--- src/rtl/sdram_rw_arb.sv ---
// sdram_rw_arb: arbitrates refresh, write-burst and read-burst commands for an SDRAM controller.
// Define SDRAM_ARB_STARVE_EN to let a waiting read pre-empt writes after STARVE_MAX write grants.
module sdram_rw_arb #(
    parameter int REF_PERIOD = 781,
    parameter int STARVE_MAX = 4,
    parameter int LEN_W      = 10
) (
    input  logic             clk,
    input  logic             rst,
    input  logic             init_done,
    input  logic [LEN_W-1:0] wr_fifo_used,
    input  logic [LEN_W-1:0] rd_fifo_used,
    input  logic [22:0]      wr_min_addr,
    input  logic [22:0]      wr_max_addr,
    input  logic [22:0]      rd_min_addr,
    input  logic [22:0]      rd_max_addr,
    input  logic [LEN_W-1:0] wr_len,
    input  logic [LEN_W-1:0] rd_len,
    input  logic             wr_load,
    input  logic             rd_load,
    input  logic             read_valid,
    input  logic             pingpang_en,
    input  logic             cmd_ack,
    input  logic             cmd_done,
    output logic             cmd_req,
    output logic [1:0]       cmd_type,
    output logic [23:0]      cmd_addr,
    output logic [LEN_W-1:0] cmd_len,
    output logic             ref_overrun,
    output logic [1:0]       fsm_state
);
    localparam int RC_W = (REF_PERIOD > 1) ? $clog2(REF_PERIOD) : 1;
    localparam logic [1:0] T_REF = 2'b01;
    localparam logic [1:0] T_WR  = 2'b10;
    localparam logic [1:0] T_RD  = 2'b11;

    // Handshake: cmd_req rises with cmd_type/cmd_addr/cmd_len valid and holds them until cmd_ack
    // is sampled in REQ; cmd_done in BUSY ends the burst. cmd_ack/cmd_done are ignored elsewhere.
    typedef enum logic [1:0] {INIT = 2'd0, IDLE = 2'd1, REQ = 2'd2, BUSY = 2'd3} state_t;
    state_t state, state_next;

    logic [RC_W-1:0] ref_cnt;
    logic            ref_pend;
    logic [22:0]     wr_addr, rd_addr, wr_addr_eff, rd_addr_eff;
    logic            wr_bank, rd_bank, wr_bank_eff, rd_bank_eff;
    logic            wr_load_pend, rd_load_pend, wr_ld, rd_ld;
    logic            wr_elig, rd_elig, any_elig, starve_hit;
    logic            grant_ref, grant_wr, grant_rd, decide;
    logic            quiet, busy_done, wr_done, rd_done, ref_ack, wr_wrap, rd_wrap;

    assign wr_elig  = wr_fifo_used >= wr_len;
    assign rd_elig  = read_valid && (rd_fifo_used < rd_len);
    assign any_elig = ref_pend || wr_elig || rd_elig;

`ifdef SDRAM_ARB_STARVE_EN
    localparam int SC_W = $clog2(STARVE_MAX + 1);
    logic [SC_W-1:0] starve_cnt;

    assign starve_hit = rd_elig && (starve_cnt >= SC_W'(STARVE_MAX));

    always_ff @(posedge clk) begin
        if (rst) begin
            starve_cnt <= '0;
        end else if (decide) begin
            if (grant_rd || (grant_wr && !rd_elig)) starve_cnt <= '0;
            else if (grant_wr) starve_cnt <= starve_cnt + SC_W'(1);
        end
    end
`else
    assign starve_hit = 1'b0;
`endif

    always_comb begin
        grant_ref = ref_pend;
        grant_wr  = !ref_pend && wr_elig && !starve_hit;
        grant_rd  = !ref_pend && rd_elig && (starve_hit || !wr_elig);
    end

    always_comb begin
        state_next = state;
        decide     = 1'b0;
        case (state)
            INIT: if (init_done) state_next = IDLE;
            IDLE: begin
                if (!init_done) begin
                    state_next = INIT;
                end else if (any_elig) begin
                    state_next = REQ;
                    decide     = 1'b1;
                end
            end
            REQ: begin
                if (cmd_ack) state_next = BUSY;
                else if (!init_done) state_next = INIT;
            end
            BUSY:    if (cmd_done) state_next = IDLE;
            default: state_next = INIT;
        endcase
    end

    always_ff @(posedge clk) begin
        if (rst) state <= INIT;
        else     state <= state_next;
    end

    assign fsm_state = state;
    assign quiet     = (state == INIT) || (state == IDLE);
    assign busy_done = (state == BUSY) && cmd_done;
    assign wr_done   = busy_done && (cmd_type == T_WR);
    assign rd_done   = busy_done && (cmd_type == T_RD);
    assign ref_ack   = (state == REQ) && cmd_ack && (cmd_type == T_REF);
    assign wr_ld     = wr_load || wr_load_pend;
    assign rd_ld     = rd_load || rd_load_pend;
    assign wr_wrap   = ({1'b0, wr_addr} + 24'(wr_len)) >= {1'b0, wr_max_addr};
    assign rd_wrap   = ({1'b0, rd_addr} + 24'(rd_len)) >= {1'b0, rd_max_addr};

    // A load seen in IDLE applies this cycle, so a grant issued alongside it uses the min address.
    assign wr_addr_eff = wr_ld ? wr_min_addr : wr_addr;
    assign wr_bank_eff = wr_ld ? 1'b0 : wr_bank;
    assign rd_addr_eff = rd_ld ? rd_min_addr : rd_addr;
    assign rd_bank_eff = rd_ld ? pingpang_en : rd_bank;

    always_ff @(posedge clk) begin
        if (rst) begin
            cmd_req  <= 1'b0;
            cmd_type <= 2'b00;
            cmd_addr <= '0;
            cmd_len  <= '0;
        end else if (decide) begin
            cmd_req <= 1'b1;
            if (grant_ref) begin
                cmd_type <= T_REF;
                cmd_addr <= '0;
                cmd_len  <= '0;
            end else if (grant_wr) begin
                cmd_type <= T_WR;
                cmd_addr <= {wr_bank_eff & pingpang_en, wr_addr_eff};
                cmd_len  <= wr_len;
            end else if (grant_rd) begin
                cmd_type <= T_RD;
                cmd_addr <= {rd_bank_eff & pingpang_en, rd_addr_eff};
                cmd_len  <= rd_len;
            end
        end else if ((state == REQ) && (cmd_ack || !init_done)) begin
            cmd_req <= 1'b0;
        end
    end

    // A wrap that finds the previous refresh still unserved is an overrun; the ack on the same
    // edge counts as served.
    always_ff @(posedge clk) begin
        if (rst) begin
            ref_cnt     <= '0;
            ref_pend    <= 1'b0;
            ref_overrun <= 1'b0;
        end else begin
            if (ref_ack) ref_pend <= 1'b0;
            if (state == INIT) begin
                ref_cnt <= '0;
            end else if (ref_cnt == RC_W'(REF_PERIOD - 1)) begin
                ref_cnt  <= '0;
                ref_pend <= 1'b1;
                if (ref_pend && !ref_ack) ref_overrun <= 1'b1;
            end else begin
                ref_cnt <= ref_cnt + RC_W'(1);
            end
        end
    end

    always_ff @(posedge clk) begin
        if (rst) begin
            wr_addr      <= '0;
            wr_bank      <= 1'b0;
            wr_load_pend <= 1'b0;
        end else if ((quiet || busy_done) && wr_ld) begin
            wr_addr      <= wr_min_addr;
            wr_bank      <= 1'b0;
            wr_load_pend <= 1'b0;
        end else if (wr_done) begin
            if (wr_wrap) begin
                wr_addr <= wr_min_addr;
                if (pingpang_en) wr_bank <= ~wr_bank;
            end else begin
                wr_addr <= wr_addr + 23'(wr_len);
            end
        end else if (wr_load) begin
            wr_load_pend <= 1'b1;
        end
    end

    // On a read wrap, switch to the half that the writer is not currently filling.
    always_ff @(posedge clk) begin
        if (rst) begin
            rd_addr      <= '0;
            rd_bank      <= 1'b1;
            rd_load_pend <= 1'b0;
        end else if ((quiet || busy_done) && rd_ld) begin
            rd_addr      <= rd_min_addr;
            rd_bank      <= pingpang_en;
            rd_load_pend <= 1'b0;
        end else if (rd_done) begin
            if (rd_wrap) begin
                rd_addr <= rd_min_addr;
                rd_bank <= pingpang_en ? ~wr_bank : 1'b0;
            end else begin
                rd_addr <= rd_addr + 23'(rd_len);
            end
        end else if (rd_load) begin
            rd_load_pend <= 1'b1;
        end
    end
endmodule
--- config.mk ---
export PLATFORM = sky130hd
export DESIGN_NAME = sdram_rw_arb
export DESIGN_NICKNAME = d
export VERILOG_FILES = /design/src/rtl/sdram_rw_arb.sv
export SDC_FILE = /design/constraint.sdc
export NUM_CORES = 1
export LEC_CHECK = 0
export CAP_MARGIN = 20
export CORE_ASPECT_RATIO = 0.8
export CORE_MARGIN = 2
export CORE_UTILIZATION = 45
export CTS_CLUSTER_SIZE = 24
export DETAILED_ROUTE_END_ITERATION = 8
export PLACE_DENSITY = 0.72
export RECOVER_POWER = 50
export SLEW_MARGIN = 20
export SYNTH_ARGS = -nofsm -noshare
export SYNTH_HDL_FRONTEND = slang
export SYNTH_SLANG_ARGS = --single-unit
--- constraint.sdc ---
create_clock -name clk -period 12.91 [get_ports clk]
set_input_delay 2.582 -clock clk [delete_from_list [all_inputs] [get_ports clk]]
set_output_delay 2.582 -clock clk [all_outputs]
set_load 0.02 [all_outputs]
# Yosys cells after proc, flatten, opt, wreduce, memory -nomap -nowiden
# Index checks and enable logic that the tools add are counted.
[word_totals]
reg_bits = 101
in_bits = 141
[op_classes]
mux = 38
n_eq_ne = 11
n_addsub = 5
magnitude_cmp = 4
bitwise_logic = 6
n_reduce_logical = 40
[op_table]
columns = ["cell", "count"]
rows = [
  ["$mux 23", 8],
  ["$mux 24", 3],
  ["$add 23x10->24", 2],
  ["$ge 24x23->1", 2],
  ["$add 23x10->23", 2],
  ["$mux 10", 3],
  ["$mux 2", 9],
  ["$mux 1", 14],
  ["$logic_and 1x1->1", 13],
  ["$add 10x1->10 const B", 1],
  ["$eq 10x10->1 const B", 1],
  ["$ge 10x10->1", 1],
  ["$lt 10x10->1", 1],
  ["$eq 2x2->1 const B", 4],
  ["$pmux 2 s4", 1],
  ["$reduce_and 2->1", 4],
  ["$reduce_bool 2->1", 4],
  ["$logic_or 1x1->1", 7],
  ["$ne 3x3->1 const B", 2],
  ["$reduce_and 3->1", 2],
  ["$eq 2x1->1 const B", 2],
  ["$logic_not 1->1", 4],
  ["$ne 2x2->1 const B", 2],
  ["$not 1->1", 4],
  ["other kinds (6)", 8],
]

# Logic depth before layout (Yosys ltp)
[logic_depth]
depth_word = 7
ltp_mapped = 21
ltp_nobuf = 19

# Worst setup path after synthesis
# OpenSTA, ideal clock, no wires.
[synth_timing]
kind = "input port to flip-flop"
startpoint = "in rd_len[0]"
endpoint = "reg rd_addr[2]"
setup_ps = 91
t_arrival_ps = 6070
required_ps = 12819
path_stages = 21
setup_slack_ps = 6749
cell_sequence = "ha_1 > inv_1 > fa_1 > nand2b_1 > a2111oi_2 > o31ai_1 > nand2_1 > nand2b_1 > nor2_1 > xor2_1 > ha_1 > nand2_1 > o21ai_0 > a211oi_1 > o31a_1 > o21ai_0 > buf_2 > nor2_4 > buf_2 > nand2_1 > a311oi_1"
[synth_between]
elab_chain_cells = 5
word_cells_on_any_way = 6
cone_classes = "add/sub: 2; order compare: 1; mux: 3"
[synth_rtl]
columns = ["element", "line", "source"]
rows = [
  ["start: declaration", "18", "input logic [LEN_W-1:0] rd_len,"],
  ["$add 23x10->24", "115", "assign rd_wrap = ({1'b0, rd_addr} + 24'(rd_len)) >= {1'b0, rd_max_addr};"],
  ["$ge 24x23->1", "115", ""],
  ["$mux 23 (*)", "202", "if (rd_wrap) begin"],
  ["$mux 23 (*)", "201", "end else if (rd_done) begin"],
  ["$mux 23 (*)", "197", "end else if ((quiet || busy_done) && rd_ld) begin"],
  ["end signal: assignment", "198", "rd_addr <= rd_min_addr;"],
  ["end signal: assignment", "203", "rd_addr <= rd_min_addr;"],
  ["end signal: assignment", "206", "rd_addr <= rd_addr + 23'(rd_len);"],
  ["end: declaration", "44", "logic [22:0] wr_addr, rd_addr, wr_addr_eff, rd_addr_eff;"],
]
# Every way passes the cells marked *; elsewhere a longest branch is shown, timed or not. The select of a mux whose other input is x is not followed.
# A chain may end at the register's enable or synchronous reset.

# Final worst setup path
[layout_timing]
startpoint = "in rd_len[0]"
endpoint = "reg rd_addr[22]"
# The elaborated chain is that of the path after synthesis.

==> results.toml <==
[yosys]
yosys.area.top_type = "dfxtp_1"
synthesis.nets = 1366
synth_edf_count = 0
synth_cell_types = 76
synthArstFlopShare_pct = 0
synth_area_um2 = 8430
yosysMostFrequentCell = "nand2_1"
ys_ff_latch = 101
synth.avg_cell_area_um2 = 7.44
synth_warnings = 0
synth_top_cell_area_share_pct = 24.0
ys_seq_area_share_pct = 24.0
synthTopCellsByCount = "143 x nand2_1, 101 x dfxtp_1, 101 x o21ai_0"
syn_inst = 1132
ys.flop_type = "dfxtp_1"
synth.area.top_cells = "dfxtp_1 24%, ha_1 14%, nand2_1 6.4%"

[power_and_ir_drop]
pwr-share-seq_pct = 34.6
p_leak_nw = 4.50
vdd_drop_max_mv = 0.0715
power_frac_comb_pct = 39.8
internal-power_uw = 673
power.switching_uw = 404
clock_power_share_pct = 25.7
power_per_cell_area_nw_per_um2 = 101
swShare_pct = 37.5

[detailed_routing]
firstDrtPassIters = 5
wl_per_cell_um = 18.0
drc_errors = 0
first_iter_violations = 853
drt_wl_total_mm = 27.6
vias = 8939
postRouteAntennaNets = 0
vias_per_cell = 5.84

[clock_tree]
ctsHoldBuffers = 0
clock_latency_ns = 0.35
cts_buffers = 9
post_cts_buffers = 0
cts.path.max_buffers = 2
htree_num_levels = 3
tritoncts = "done"
cts-root-buf = "clkbuf_16"
cts.sinks = 101
clk_pin_slew_ns = 0.07
post_cts_resized = 0

[global_routing]
overflow = 0
grt_max_degree = 56
antenna_found_initial = 0
grt_pass1_wl_mm = 43.8
grt_pass1_vias = 8258
grt_use_total_pct = 27.6

[job]
cap_violations = 2

[worst_setup_path]
r2r_end = "rd_addr[22]$_SDFFE_PP0P_"
cp-start-kind = "input pin"
r2r_start = "rd_addr[0]$_SDFFE_PP0P_"
end_kind = "flop"
critPathCapture = "rd_addr[22]$_SDFFE_PP0P_"
cp_max_fo = 26
required_ns = 12.98
worstRegToRegCells = 20
cp.arrival_ns = 7.49
crit_start = "rd_len[0]"
rrSetupSlack_ns = 7.93
crit_type = "input pin to flop"

[floorplanning]
start_util_pct = 46.2
die_w_um = 157
coreArea_um2 = 18200
row_count = 44
die_area_um2 = 19800
die_y_um = 126
ios = 181

[sta]
setup_viol = 0
setup_tns_ns = 0
drv_slew = 81
slew_headroom_pct = -99.7
fmax_ghz = 0.135
fin_worst_skew_ns = 0.00827
period_needed_ns = 7.42
rsz0062_at_grt = "no"
hold_viol = 0
worst_slew_pin_slew_ns = 2.99
period_share_pct = 57.5

[place]
place.gp.congestion = 0.925
hpwl_mm = 21.4
port_buffers = 180
dp_cells = 1516

[cells_and_area]
nets = 1508
drive_above_1_share_pct = 4.07
area_growth_pct = 26.6
fin_cells = 1531

[outcome]
violations = "capacitance limit, slew limit"
status = "finished, violations left"

[hold_path]
hold_path_class = "flop to flop"
-- critical path, stage by stage --
cell and delay, ns:
clkdlybuf4s50_1 0.56, ha_1 0.22, inv_1 0.06, fa_1 0.39, nand2b_1 0.22, a2111oi_2 0.45, o31ai_1 0.22, nand2_1 0.18
nand2b_1 0.20, nor2_1 0.21, xor2_1 0.17, ha_1 0.26, nand2_1 0.06, o21ai_0 0.13, a211oi_1 0.21, o31a_1 0.18
o21ai_0 0.08, buf_4 0.20, nor2_4 0.54, mux2i_1 0.26, a221oi_1 0.09
-- stage by stage --
stage	worst slack, ns	power [mW]	hold WS (ns)	util, %	cell area (µm²)
2_1_floorplan	6.75	0.655	0.441	-	8430
3_3_place_gp	5.31	0.796	0.445	57.0	10400
3_5_place_dp	5.24	0.802	0.454	57.0	10400
4_1_cts	5.59	1.08	0.464	58.6	10700
5_1_grt	5.13	1.15	0.474	58.5	10700
6_report	5.49	1.08	0.464	58.5	10700
-- area by class of cell --
cell class | instances | area (µm²)
fillers | 1722 | 7560
multi-input cells | 870 | 5780
flip-flops and latches | 101 | 2020
repair buffers | 192 | 1880
inverters | 100 | 375
well taps | 253 | 317
clock buffers | 10 | 239
clock inverters | 4 | 50.0
diodes | 1 | 2.50
-- flip-flops by register name, summed over array words and instances, names as in the netlist --
signal        count
cmd_len          10
grant_ref         1
ref_overrun       1
wr_load_pend      1
rd_bank           1
cmd_addr         24
ref_cnt          10
cmd_req           1
rd_addr          23
rd_load_pend      1
cmd_type          2
wr_bank           1
wr_addr          23
fsm_state         2
-- placed cells by master, fill, tap and decap left out, types with 24 or more instances in the layout --
| master | count |
|---|---|
| a21oi_1 | 44 |
| dfxtp_1 | 101 |
| a32o_1 | 24 |
| nand2_1 | 143 |
| nand3_1 | 99 |
| ha_1 | 91 |
| xnor2_1 | 29 |
| dlygate4sd3_1 | 42 |
| nor2_1 | 66 |
| inv_1 | 99 |
| o21ai_0 | 101 |
| clkdlybuf4s50_1 | 137 |
| nor3_1 | 24 |
-- power by group through the flow --
stage,Combinational (mW),Clock [mW],Sequential [mW]
after floorplan,0.287,0,0.369
after CTS,0.427,0.279,0.371
after global routing,0.478,0.292,0.376
final,0.428,0.277,0.373
after detailed placement,0.423,0,0.378
after global placement,0.417,0,0.378
-- metal layers --
layer	up-vias	global-route usage, %	wire length, µm
met5	-	0	0
met4	0	5.72	415
met3	36	4.44	2340
met2	389	42.6	11900
met1	4158	40.4	12900
li1	4356	-	-
-- kinds of logic after synthesis --
family / Yosys count / synth area share [%]
AND/OR/NAND/NOR: 425 / 24.4
AO/OA/AOI/OAI: 295 / 23.8
buffers and inverters: 161 / 7.68
flip-flops: 101 / 24.0
adder cells (fa/ha/maj): 93 / 14.0
XOR/XNOR: 44 / 4.57
multiplexers: 13 / 1.56
-- how the worst min path moves through the flow --
stage                              from                       end  slack, ns  cells after the start
6_report        cmd_len[3]$_SDFFE_PP0P_   cmd_len[3]$_SDFFE_PP0P_       0.46                      2
5_1_grt        cmd_addr[0]$_SDFFE_PP0P_  cmd_addr[0]$_SDFFE_PP0P_       0.47                      1
4_1_cts         cmd_len[3]$_SDFFE_PP0P_   cmd_len[3]$_SDFFE_PP0P_       0.46                      2
3_5_place_dp   cmd_addr[1]$_SDFFE_PP0P_  cmd_addr[1]$_SDFFE_PP0P_       0.45                      1
3_3_place_gp   cmd_addr[1]$_SDFFE_PP0P_  cmd_addr[1]$_SDFFE_PP0P_       0.45                      1
2_1_floorplan     ref_cnt[0]$_SDFF_PP0_     ref_cnt[0]$_SDFF_PP0_       0.44                      1
Note: power is estimated with default switching activity, not from simulation.
